===== src/rtl/ps2_pkg.sv =====
// Shared definitions for the PS/2 mouse packet tracker: FSM states,
// byte0 field positions and packet length.
package ps2_pkg;

  typedef enum logic [1:0] {
    WAIT_B0 = 2'd0,
    WAIT_B1 = 2'd1,
    WAIT_B2 = 2'd2,
    UPDATE  = 2'd3
  } ps2_state_e;

  localparam int BTN_L   = 0;
  localparam int BTN_R   = 1;
  localparam int BTN_M   = 2;
  localparam int SYNC    = 3;
  localparam int XSIGN   = 4;
  localparam int YSIGN   = 5;
  localparam int XOVF    = 6;
  localparam int YOVF    = 7;
  localparam int PKT_LEN = 3;

endpackage


===== src/rtl/ps2_axis_clamp.sv =====
// One axis of cursor arithmetic: applies a 9-bit signed delta (optionally
// negated or suppressed on overflow) and saturates the result to 0..MAX.
module ps2_axis_clamp #(
  parameter int unsigned MAX = 63
) (
  input  logic [8:0] pos,
  input  logic [8:0] delta,
  input  logic       ovf,
  input  logic       negate,
  output logic [8:0] clamped
);

  localparam logic signed [10:0] MAX_S = 11'(MAX);
  localparam logic        [8:0]  MAX_P = 9'(MAX);

  logic signed [10:0] d_sel;
  logic signed [10:0] d_eff;
  logic signed [10:0] sum;

  // 11 bits hold every pos +/- delta combination without wrapping
  always_comb begin
    d_sel = ovf ? 11'sd0 : $signed({{2{delta[8]}}, delta});
    d_eff = negate ? (11'sd0 - d_sel) : d_sel;
    sum   = $signed({2'b00, pos}) + d_eff;
    if (sum < 11'sd0) begin
      clamped = 9'd0;
    end else if (sum > MAX_S) begin
      clamped = MAX_P;
    end else begin
      clamped = sum[8:0];
    end
  end

endmodule


===== src/rtl/ps2_packet_tracker.sv =====
// Frames 3-byte PS/2 mouse packets and integrates their deltas into
// clamped absolute cursor coordinates with button state.
module ps2_packet_tracker
  import ps2_pkg::*;
#(
  parameter int unsigned X_MAX          = 63,
  parameter int unsigned Y_MAX          = 63,
  parameter int unsigned X_INIT         = 32,
  parameter int unsigned Y_INIT         = 32,
  parameter bit          Y_INVERT       = 1'b1,
  parameter int unsigned TIMEOUT_CYCLES = 50000
) (
  input  logic       clk,
  input  logic       reset,
  input  logic [7:0] rx_data,
  input  logic       rx_valid,
  output logic [8:0] x_pos,
  output logic [8:0] y_pos,
  output logic [2:0] buttons,
  output logic       pkt_valid,
  output logic       sync_err
);

  localparam int CW = (TIMEOUT_CYCLES > 2) ? $clog2(TIMEOUT_CYCLES) : 1;
  localparam logic [CW-1:0] CNT_TERM = CW'(TIMEOUT_CYCLES - 1);

  ps2_state_e    state, state_next;
  logic [7:0]    byte0, byte1, byte2;
  logic [CW-1:0] cnt, cnt_next;
  logic          ld_b0, ld_b1, ld_b2;
  logic          sync_err_next, pkt_valid_next;
  logic [8:0]    x_clamp, y_clamp;

  ps2_axis_clamp #(.MAX(X_MAX)) u_clamp_x (
    .pos    (x_pos),
    .delta  ({byte0[XSIGN], byte1}),
    .ovf    (byte0[XOVF]),
    .negate (1'b0),
    .clamped(x_clamp)
  );

  ps2_axis_clamp #(.MAX(Y_MAX)) u_clamp_y (
    .pos    (y_pos),
    .delta  ({byte0[YSIGN], byte2}),
    .ovf    (byte0[YOVF]),
    .negate (Y_INVERT),
    .clamped(y_clamp)
  );

  // UPDATE also accepts a byte0 so back-to-back packets are not dropped
  always_comb begin
    state_next     = state;
    cnt_next       = cnt;
    ld_b0          = 1'b0;
    ld_b1          = 1'b0;
    ld_b2          = 1'b0;
    sync_err_next  = 1'b0;
    pkt_valid_next = 1'b0;
    case (state)
      WAIT_B0, UPDATE: begin
        pkt_valid_next = (state == UPDATE);
        cnt_next       = '0;
        if (rx_valid && rx_data[SYNC]) begin
          ld_b0      = 1'b1;
          state_next = WAIT_B1;
        end else if (rx_valid) begin
          sync_err_next = 1'b1;
          state_next    = WAIT_B0;
        end else begin
          state_next = WAIT_B0;
        end
      end
      WAIT_B1, WAIT_B2: begin
        if (rx_valid) begin
          ld_b1      = (state == WAIT_B1);
          ld_b2      = (state == WAIT_B2);
          cnt_next   = '0;
          state_next = (state == WAIT_B1) ? WAIT_B2 : UPDATE;
        end else if (cnt == CNT_TERM) begin
          cnt_next      = '0;
          sync_err_next = 1'b1;
          state_next    = WAIT_B0;
        end else begin
          cnt_next = cnt + CW'(1);
        end
      end
      default: begin
        cnt_next   = '0;
        state_next = WAIT_B0;
      end
    endcase
  end

  always_ff @(posedge clk) begin
    if (reset) begin
      state <= WAIT_B0;
    end else begin
      state <= state_next;
    end
  end

  always_ff @(posedge clk) begin
    if (reset) begin
      cnt       <= '0;
      byte0     <= 8'd0;
      byte1     <= 8'd0;
      byte2     <= 8'd0;
      x_pos     <= 9'(X_INIT);
      y_pos     <= 9'(Y_INIT);
      buttons   <= 3'd0;
      pkt_valid <= 1'b0;
      sync_err  <= 1'b0;
    end else begin
      cnt       <= cnt_next;
      pkt_valid <= pkt_valid_next;
      sync_err  <= sync_err_next;
      if (ld_b0) byte0 <= rx_data;
      if (ld_b1) byte1 <= rx_data;
      if (ld_b2) byte2 <= rx_data;
      if (pkt_valid_next) begin
        x_pos   <= x_clamp;
        y_pos   <= y_clamp;
        buttons <= byte0[BTN_M:BTN_L];
      end
    end
  end

endmodule


===== config.mk =====
export PLATFORM = sky130hd
export DESIGN_NAME = ps2_packet_tracker
export DESIGN_NICKNAME = d
export VERILOG_FILES = /design/src/rtl/ps2_pkg.sv /design/src/rtl/ps2_axis_clamp.sv /design/src/rtl/ps2_packet_tracker.sv
export SDC_FILE = /design/constraint.sdc
export NUM_CORES = 1
export LEC_CHECK = 0
export CORE_MARGIN = 2
export CORE_UTILIZATION = 45
export CTS_CLUSTER_SIZE = 14
export DETAILED_ROUTE_END_ITERATION = 16
export DONT_BUFFER_PORTS = 1
export PLACE_DENSITY = 0.74
export REMOVE_ABC_BUFFERS = 1
export SLEW_MARGIN = 40
export SYNTH_ARGS = -nofsm -noshare
export SYNTH_HDL_FRONTEND = slang
export SYNTH_HIERARCHICAL = 1
export SYNTH_SLANG_ARGS = --single-unit

===== constraint.sdc =====
create_clock -name clk -period 3 [get_ports clk]
set_input_delay 0.3 -clock clk [delete_from_list [all_inputs] [get_ports clk]]
set_output_delay 0.3 -clock clk [all_outputs]
set_load 0.05 [all_outputs]

==> flow_summary_export.csv, run 1 <==
group,metric,value,unit
status,status,"complete, but fails checks",
status,violations,"setup timing",
flow_run,maxCapViolations,0,
clock_network,clk_latency,340,ps
placed_design,pre_cts_ws,-63.3,ps
setup_path,worst-setup-path-type,"flip-flop to flip-flop",
floorplan,die_area,0.00978,mm2
sta,min_period_over_period,102,%
placed_design,dp.cells,628,
synthesis,async_reset_ff_share,0,%
setup_path,cp-end-kind,"flip-flop",
clock_network,clockBufferDepth,2,
setup_path,slowest_stage,"a221o_1",
finish,final_cell_mix,"nor2_1 (83), dfxtp_1 (60), buf_4 (41)",
sta,slew_headroom,63.6,%
global_routing,grt_use_total,19.2,%
clock_network,cts_hold_buf,0,
pwr,swShare,26.2,%
sta,fin_setup_tns,-278,ps
synthesis,syn_area_per_cell,8.17,um2
setup_path,r2r_start,"byte0[7]",
placed_design,dp.final_hpwl,6610,um
sta,fin_skew,8.53,ps
clock_network,clk_pin_slew_worst_paths,70,ps
synthesis,synth-edff-count,0,
placed_design,io_buffers,0,
synthesis,synth_area_leaders,"dfxtp_1 (32%), mux2i_1 (8.4%), ha_1 (8.0%)",
sta,finalHoldViolations,0,
hold_path,min-delay-start,"reset",
finish,fin_cells,647,
setup_path,critPathArrivalTime,3290,ps
floorplan,fp-row-count,34,
routing,postRouteAntennaNets,0,
pwr,seqPwrFrac,48.4,%
finish,diodes,0,
floorplan,initial_core_util,46.5,%
setup_path,crit_family,"compound AO/OA/AOI/OAI gates",
setup_path,r2r-end,"y_pos[1]",
floorplan,core_area,0.00872,mm2
sta,rsz0062_at_grt,"yes",
finish,final-seq-area,0.00129,mm2
pwr,p_int,0.00134,W
hold_path,holdPathStages,1,
clock_network,htree_levels,3,
global_routing,grt_pass1_wl,15500,um
setup_path,cp_slowest_stage_delay,350,ps
synthesis,yosysWarnings,6,
routing,wl,9480,um
pwr,p_switching,0.000476,W
synthesis,ys_seq_area_share,31.6,%
finish,layout.nets,573,
pwr,ir_drop,0.000256,V
placed_design,gp_congestion,0.910,
floorplan,fp.dieW,98.9,um
sta,worst_slack,-59.9,ps
setup_path,crit_chain,"nand2b_4, ha_4, nand2_2, nand2_2, a21oi_2, o22ai_2, ha_1, and3_1, a221o_1, a221oi_2, xnor2_2, nor4_4, buf_4, a21oi_1, mux2i_1, nor2_1",
setup_path,cp.required,3230,ps
finish,area_growth,18.3,%
global_routing,antenna_found_initial,0,
pwr,p_per_area,378,mW/mm2
setup_path,startpoint_type,"flip-flop",
routing,wl_per_cell,14.7,um
clock_network,cts.sinks,64,
synthesis,synth.top_cell.area_share,31.6,%
finish,multi_input_area,0.00276,mm2
finish,fillCellCount,764,
pwr,power_frac_clock,38.1,%
routing,via_count,3583,
global_routing,grt_max_degree,50,
sta,whs,22.5,ps
floorplan,io_pins,34,
global_routing,gr-total-overflow,0,
routing,drt_iter0_drc,255,
finish,drive_gt1_share,18.4,%
routing,vias_per_cell,5.54,
setup_path,crit_buf_inv,1,
synthesis,netlist_area,0.00405,mm2
setup_path,r2r_cells,16,
sta,min_period,3060,ps
pwr,leakagePower,2.01,nW
setup_path,cp_max_fo,5,
clock_network,cts_buffers,9,
synthesis,ys_ff_latch,64,
hold_path,hp-class,"input port to flip-flop",
routing,firstDrtPassIters,5,
sta,drv_slew,0,
hold_path,holdPathEnd,"y_pos[3]",
finish,final_common_cell,"nor2_1",
synthesis,synth_cell_type_count,57,
synthesis,synthesis.instances,496,
setup_path,critPathMostFrequentCell,"nand2_2",
synthesis,synth_top_area_cell,"dfxtp_1",
pwr,pwr-share-comb,13.5,%
global_routing,first_global_vias,3456,
synthesis,synth_ff_type,"dfxtp_1",
floorplan,dieHeight,98.9,um
setup_path,rrSetupSlack,-60,ps
sta,finalSetupViolCount,6,
routing,drcViolationCount,0,
clock_network,root_buffer,"clkbuf_8",
sta,tightest_slew,545,ps
clock_network,cts_tree,"yes",
sta,fmax,327,MHz
synth_stat cells, types with 3 or more instances:
master,count
conb_1,4
mux2i_1,34
nor4_1,5
dfxtp_1,64
ha_1,26
xnor2_1,25
nand4_1,4
nor3_1,11
nand2_1,30
nor2_1,85
buf_1,4
o211ai_1,3
buf_4,7
a21o_1,6
o21ai_0,11
a21oi_1,35
nand3_1,15
inv_1,21
a211o_1,3
nor2b_1,10
nand3b_1,4
o31ai_1,4
o21ai_1,8
o22ai_1,4
clkbuf_1,12
xor2_1,12
nand2b_1,9
power by group through the flow:
stage	sequential (W)	combinational, W	clock (W)
after floorplan	0.000900	0.000159	0
after global placement	0.000894	0.000216	0
after detailed placement	0.000895	0.000225	0
after CTS	0.000876	0.000228	0.000710
after global routing	0.000878	0.000270	0.000741
final	0.000877	0.000245	0.000691
through the flow:
stage / util (%) / area [um2] / total power, W
CTS: 53.1 / 4630 / 0.00181
floorplan: - / 3960 / 0.00106
finish: 55.0 / 4800 / 0.00181
global route: 55.0 / 4800 / 0.00189
global placement: 50.7 / 4420 / 0.00111
detailed placement: 50.7 / 4420 / 0.00112
worst max-delay path by stage:
stage	from	end	slack, ps	depth (start not counted)
final	byte0[7]	y_pos[1]	-60	16
after global placement	byte0[7]	y_pos[1]	30	15
after detailed placement	byte0[7]	y_pos[1]	-60	14
after global routing	byte0[7]	y_pos[3]	-220	16
after floorplan	byte0[7]	y_pos[5]	-190	14
after CTS	byte0[7]	y_pos[1]	3	15
cells by family after synthesis:
group / Yosys count / share of synthesized area, %
simple gates: 191 / 23.0
compound gates: 93 / 14.8
flops: 64 / 31.6
buf+inv: 45 / 4.85
xor+xnor: 37 / 7.99
mux: 34 / 8.40
fa+ha+maj: 28 / 9.01
other cells: 4 / 0.370
metal layers:
metal | global-route usage (%) | up-vias | part of all wire (%)
met5 | 0 | - | 0
met1 | 24.3 | 1691 | 44
li1 | - | 1792 | -
met2 | 31.8 | 84 | 49
met3 | 4.26 | 16 | 5.3
met4 | 7.59 | 0 | 1.9
state kept, by name (all words and copies together) (netlist names):
signal,flops
buttons,3
x_pos,9
state,2
byte2,8
sync_err,1
byte1,8
byte0,7
y_pos,9
cnt,16
pkt_valid,1
final cells by class:
type | count | area share, %
multi-input cells | 394 | 57.5
flip-flops and latches | 64 | 26.9
clock buffers | 13 | 3.52
well taps | 108 | 2.82
inverters | 21 | 1.64
repair buffers | 44 | 7.30
clock inverters | 3 | 0.313
timing repair:
action                                  in CTS  in global routing
endpoints found under the setup margin       7                 12
cloned                                       0                  0
pin swaps                                    5                 24
gates resized for setup                      6                 34
setup buffers                                0                  3
(Power assumes the default switching activity.)
==> run 2: changes to the inputs <==
--- a/config.mk
+++ b/config.mk
@@ -15,5 +15,4 @@
 export SLEW_MARGIN = 40
 export SYNTH_ARGS = -nofsm -noshare
 export SYNTH_HDL_FRONTEND = slang
-export SYNTH_HIERARCHICAL = 1
 export SYNTH_SLANG_ARGS = --single-unit
==> run 2 against run 1 <==
Net effect: the flow now finishes without violations; critical path depth down 6; clock skew down 2.9 ps; clock power up 6.8%; maximum frequency up 9.4%; power down 0.36%; sequential power up 1%; register-to-register slack better by 260 ps; worst setup slack better by 260 ps.
==> flow_summary_export.csv, run 2 <==
group,metric,value,unit
status,status,"finished, final reports clean",
synthesis,ys_seq_area_share,35.5,%
sta,whs,21.1,ps
synthesis,synth_compound_area_share,16.1,%
global_routing,grt_use_total,19.0,%
routing,via_count,2879,
sta,min_period_over_period,93.2,%
floorplan,fp-row-count,32,
sta,rsz0062_at_grt,"no",
setup_path,r2r-end,"y_pos[0]",
global_routing,gr-total-overflow,0,
synthesis,synth.top_cell.area_share,35.5,%
pwr,ir_drop,0.000349,V
placed_design,gp_congestion,0.937,
setup_path,r2r_cells,10,
finish,final_cell_mix,"dfxtp_1 (64), nor2_1 (54), nand2_1 (31)",
setup_path,rrSetupSlack,200,ps
floorplan,initial_core_util,46.6,%
synthesis,synth_xor_xnor_area_share,6.07,%
finish,final_common_cell,"dfxtp_1",
routing,wl_met3,504,um
synthesis,async_reset_ff_share,0,%
synthesis,yosysWarnings,0,
routing,drt_iter0_drc,146,
synthesis,post-synth-top-count-cell,"dfxtp_1",
synthesis,synthSimpleGateAreaFrac,22.2,%
sta,min_period,2800,ps
clock_network,cts_resized,0,
global_routing,first_global_vias,2729,
placed_design,io_buffers,0,
setup_path,r2r_start,"byte0[7]",
routing,route.met2.wl,3720,um
finish,multi_input_area,0.00215,mm2
finish,largest_reg_flops,16,
pwr,p_per_area,457,mW/mm2
setup_path,cp_max_fo,10,
routing,wl,7800,um
clock_network,clk_pin_slew_worst_paths,70,ps
global_routing,grt_pass1_wl,13000,um
flow_run,maxCapViolations,0,
setup_path,startpoint,"byte0[7]",
floorplan,dieHeight,93.5,um
hold_path,hp-class,"input port to flip-flop",
routing,drcViolationCount,0,
routing,wl_per_cell,14.8,um
finish,final_core_util,51.1,%
synthesis,synthesis.instances,413,
finish,reg_top3,"cnt (16), x_pos (9), y_pos (9)",
synthesis,synthAdderAreaFrac,9.44,%
sta,tightest_slew,617,ps
clock_network,cts_buffers,9,
synthesis,ys_ff_latch,64,
floorplan,io_pins,34,
clock_network,clockBufferDepth,2,
clock_network,clk_latency,340,ps
finish,drive_gt1_share,9.62,%
clock_network,cts_hold_buf,0,
synthesis,syn_area_per_cell,8.73,um2
synthesis,synth-edff-count,0,
sta,finalHoldViolations,0,
routing,postRouteAntennaNets,0,
routing,vias_per_cell,5.45,
finish,fin_cells,528,
clock_network,cts_setup_buffers,0,
global_routing,antenna_found_initial,0,
sta,slew_headroom,58.8,%
placed_design,dp.final_hpwl,5830,um
setup_path,worst-setup-path-type,"flip-flop to flip-flop",
finish,final-seq-area,0.00128,mm2
setup_path,cp-end-kind,"flip-flop",
synthesis,synth_top_family_by_area,"simple AND/OR/NAND/NOR gates",
setup_path,critPathArrivalTime,3020,ps
routing,highest_layer,"met4",
sta,fin_skew,5.67,ps
synthesis,synth_cell_type_count,51,
floorplan,die_area,0.00874,mm2
synthesis,synth_mux_area_share,5.83,%
sta,drv_slew,0,
clock_network,htree_levels,3,
setup_path,startpoint_type,"flip-flop",
setup_path,crit_end,"y_pos[0]",
clock_network,cts_tree,"yes",
finish,fillCellCount,738,
routing,wl_met1,3470,um
synthesis,ys_top_cells_by_count,"dfxtp_1 (64), nor2_1 (54), nand2_1 (31)",
synthesis,synth_top_area_cell,"dfxtp_1",
routing,firstDrtPassIters,5,
finish,diodes,0,
clock_network,root_buffer,"clkbuf_8",
finish,area_growth,9.65,%
sta,fin_setup_tns,0,ps
synthesis,synth_ff_type,"dfxtp_1",
setup_path,cp.required,3230,ps
finish,largest-register,"cnt",
sta,finalSetupViolCount,0,
global_routing,grt_max_degree,37,
synthesis,synth_area_leaders,"dfxtp_1 (36%), ha_1 (8.3%), mux2i_1 (5.8%)",
floorplan,fp.dieW,93.5,um
floorplan,core_area,0.00773,mm2
synthesis,netlist_area,0.00360,mm2
pwr,leakagePower,1.67,nW
placed_design,dp.cells,512,
clock_network,cts.sinks,64,
finish,layout.nets,458,
sta,fmax,358,MHz
[run 2: cell types whose count changed in the layout (fill, tap and decap cells not counted), sizes merged, moves of 5 or more]
cell,previous run,this run
a22o,0,5
buf,44,18
nor4,7,1
a21oi,35,23
and2,0,6
inv,21,16
o21ai,19,8
mux2i,34,21
xnor2,25,11
nor2,85,54
conb,11,0
[run 2: worst min-delay path by stage]
stage / startpoint / to / slack [ps] / depth (start not counted)
2_1_floorplan: reset / byte1[0] / 370 / 1
3_3_place_gp: reset / byte1[2] / 380 / 1
3_5_place_dp: reset / byte1[2] / 380 / 1
4_1_cts: reset / byte1[6] / 2 / 1
5_1_grt: reset / byte1[6] / 2 / 1
6_report: reset / buttons[1] / 20 / 1
[run 2: kinds of logic after synthesis]
logic type,count (synthesis)
AOI/OAI and AO/OA,80
buffers and inverters,37
DFF,64
muxes,21
adders and majority gates,26
xor gates and xnor gates,25
and+or+nand+nor,160
[run 2: cell type report]
type	instances	share of cell area [%]
Clock buffer	11	3.58
Clock inverter	5	1.42
Inverter	16	1.52
Multi-Input combinational cell	312	54.4
Sequential cell	64	32.4
Tap cell	102	3.23
Timing Repair Buffer	18	3.42
[run 2: critical path, cell delays in order (launching register included)]
cell      delay, ps
dfxtp_1         370
nor2b_1         150
ha_1            170
inv_1            60
fa_1            430
a211oi_1        430
nor3_1          140
o211a_1         230
o21ai_1         180
a31oi_1         210
a221o_1         310
[run 2: layer usage]
layer / vias up / track usage (%)
met3: 7 / 5.64
met2: 75 / 31.4
met4: 0 / 5.64
met1: 1330 / 23.8
met5: - / 0
li1: 1467 / -
[run 2: report_power, final]
part | switching, W | leakage, nW | internal, W | total (W)
sequential | 0.0000197 | 0.517 | 0.000869 | 0.000889
clock | 0.000333 | 0.0993 | 0.000405 | 0.000738
combinational | 0.000104 | 1.05 | 0.0000746 | 0.000179
[run 2: stage by stage]
stage                     worst slack, ps  total power (W)  instance area [um2]
after floorplan                       444          0.00105                 3490
after global placement                378          0.00108                 3750
after CTS                             242          0.00182                 3950
final                                 204          0.00181                 3950
after detailed placement              243          0.00108                 3750
after global routing                 32.9          0.00188                 3950
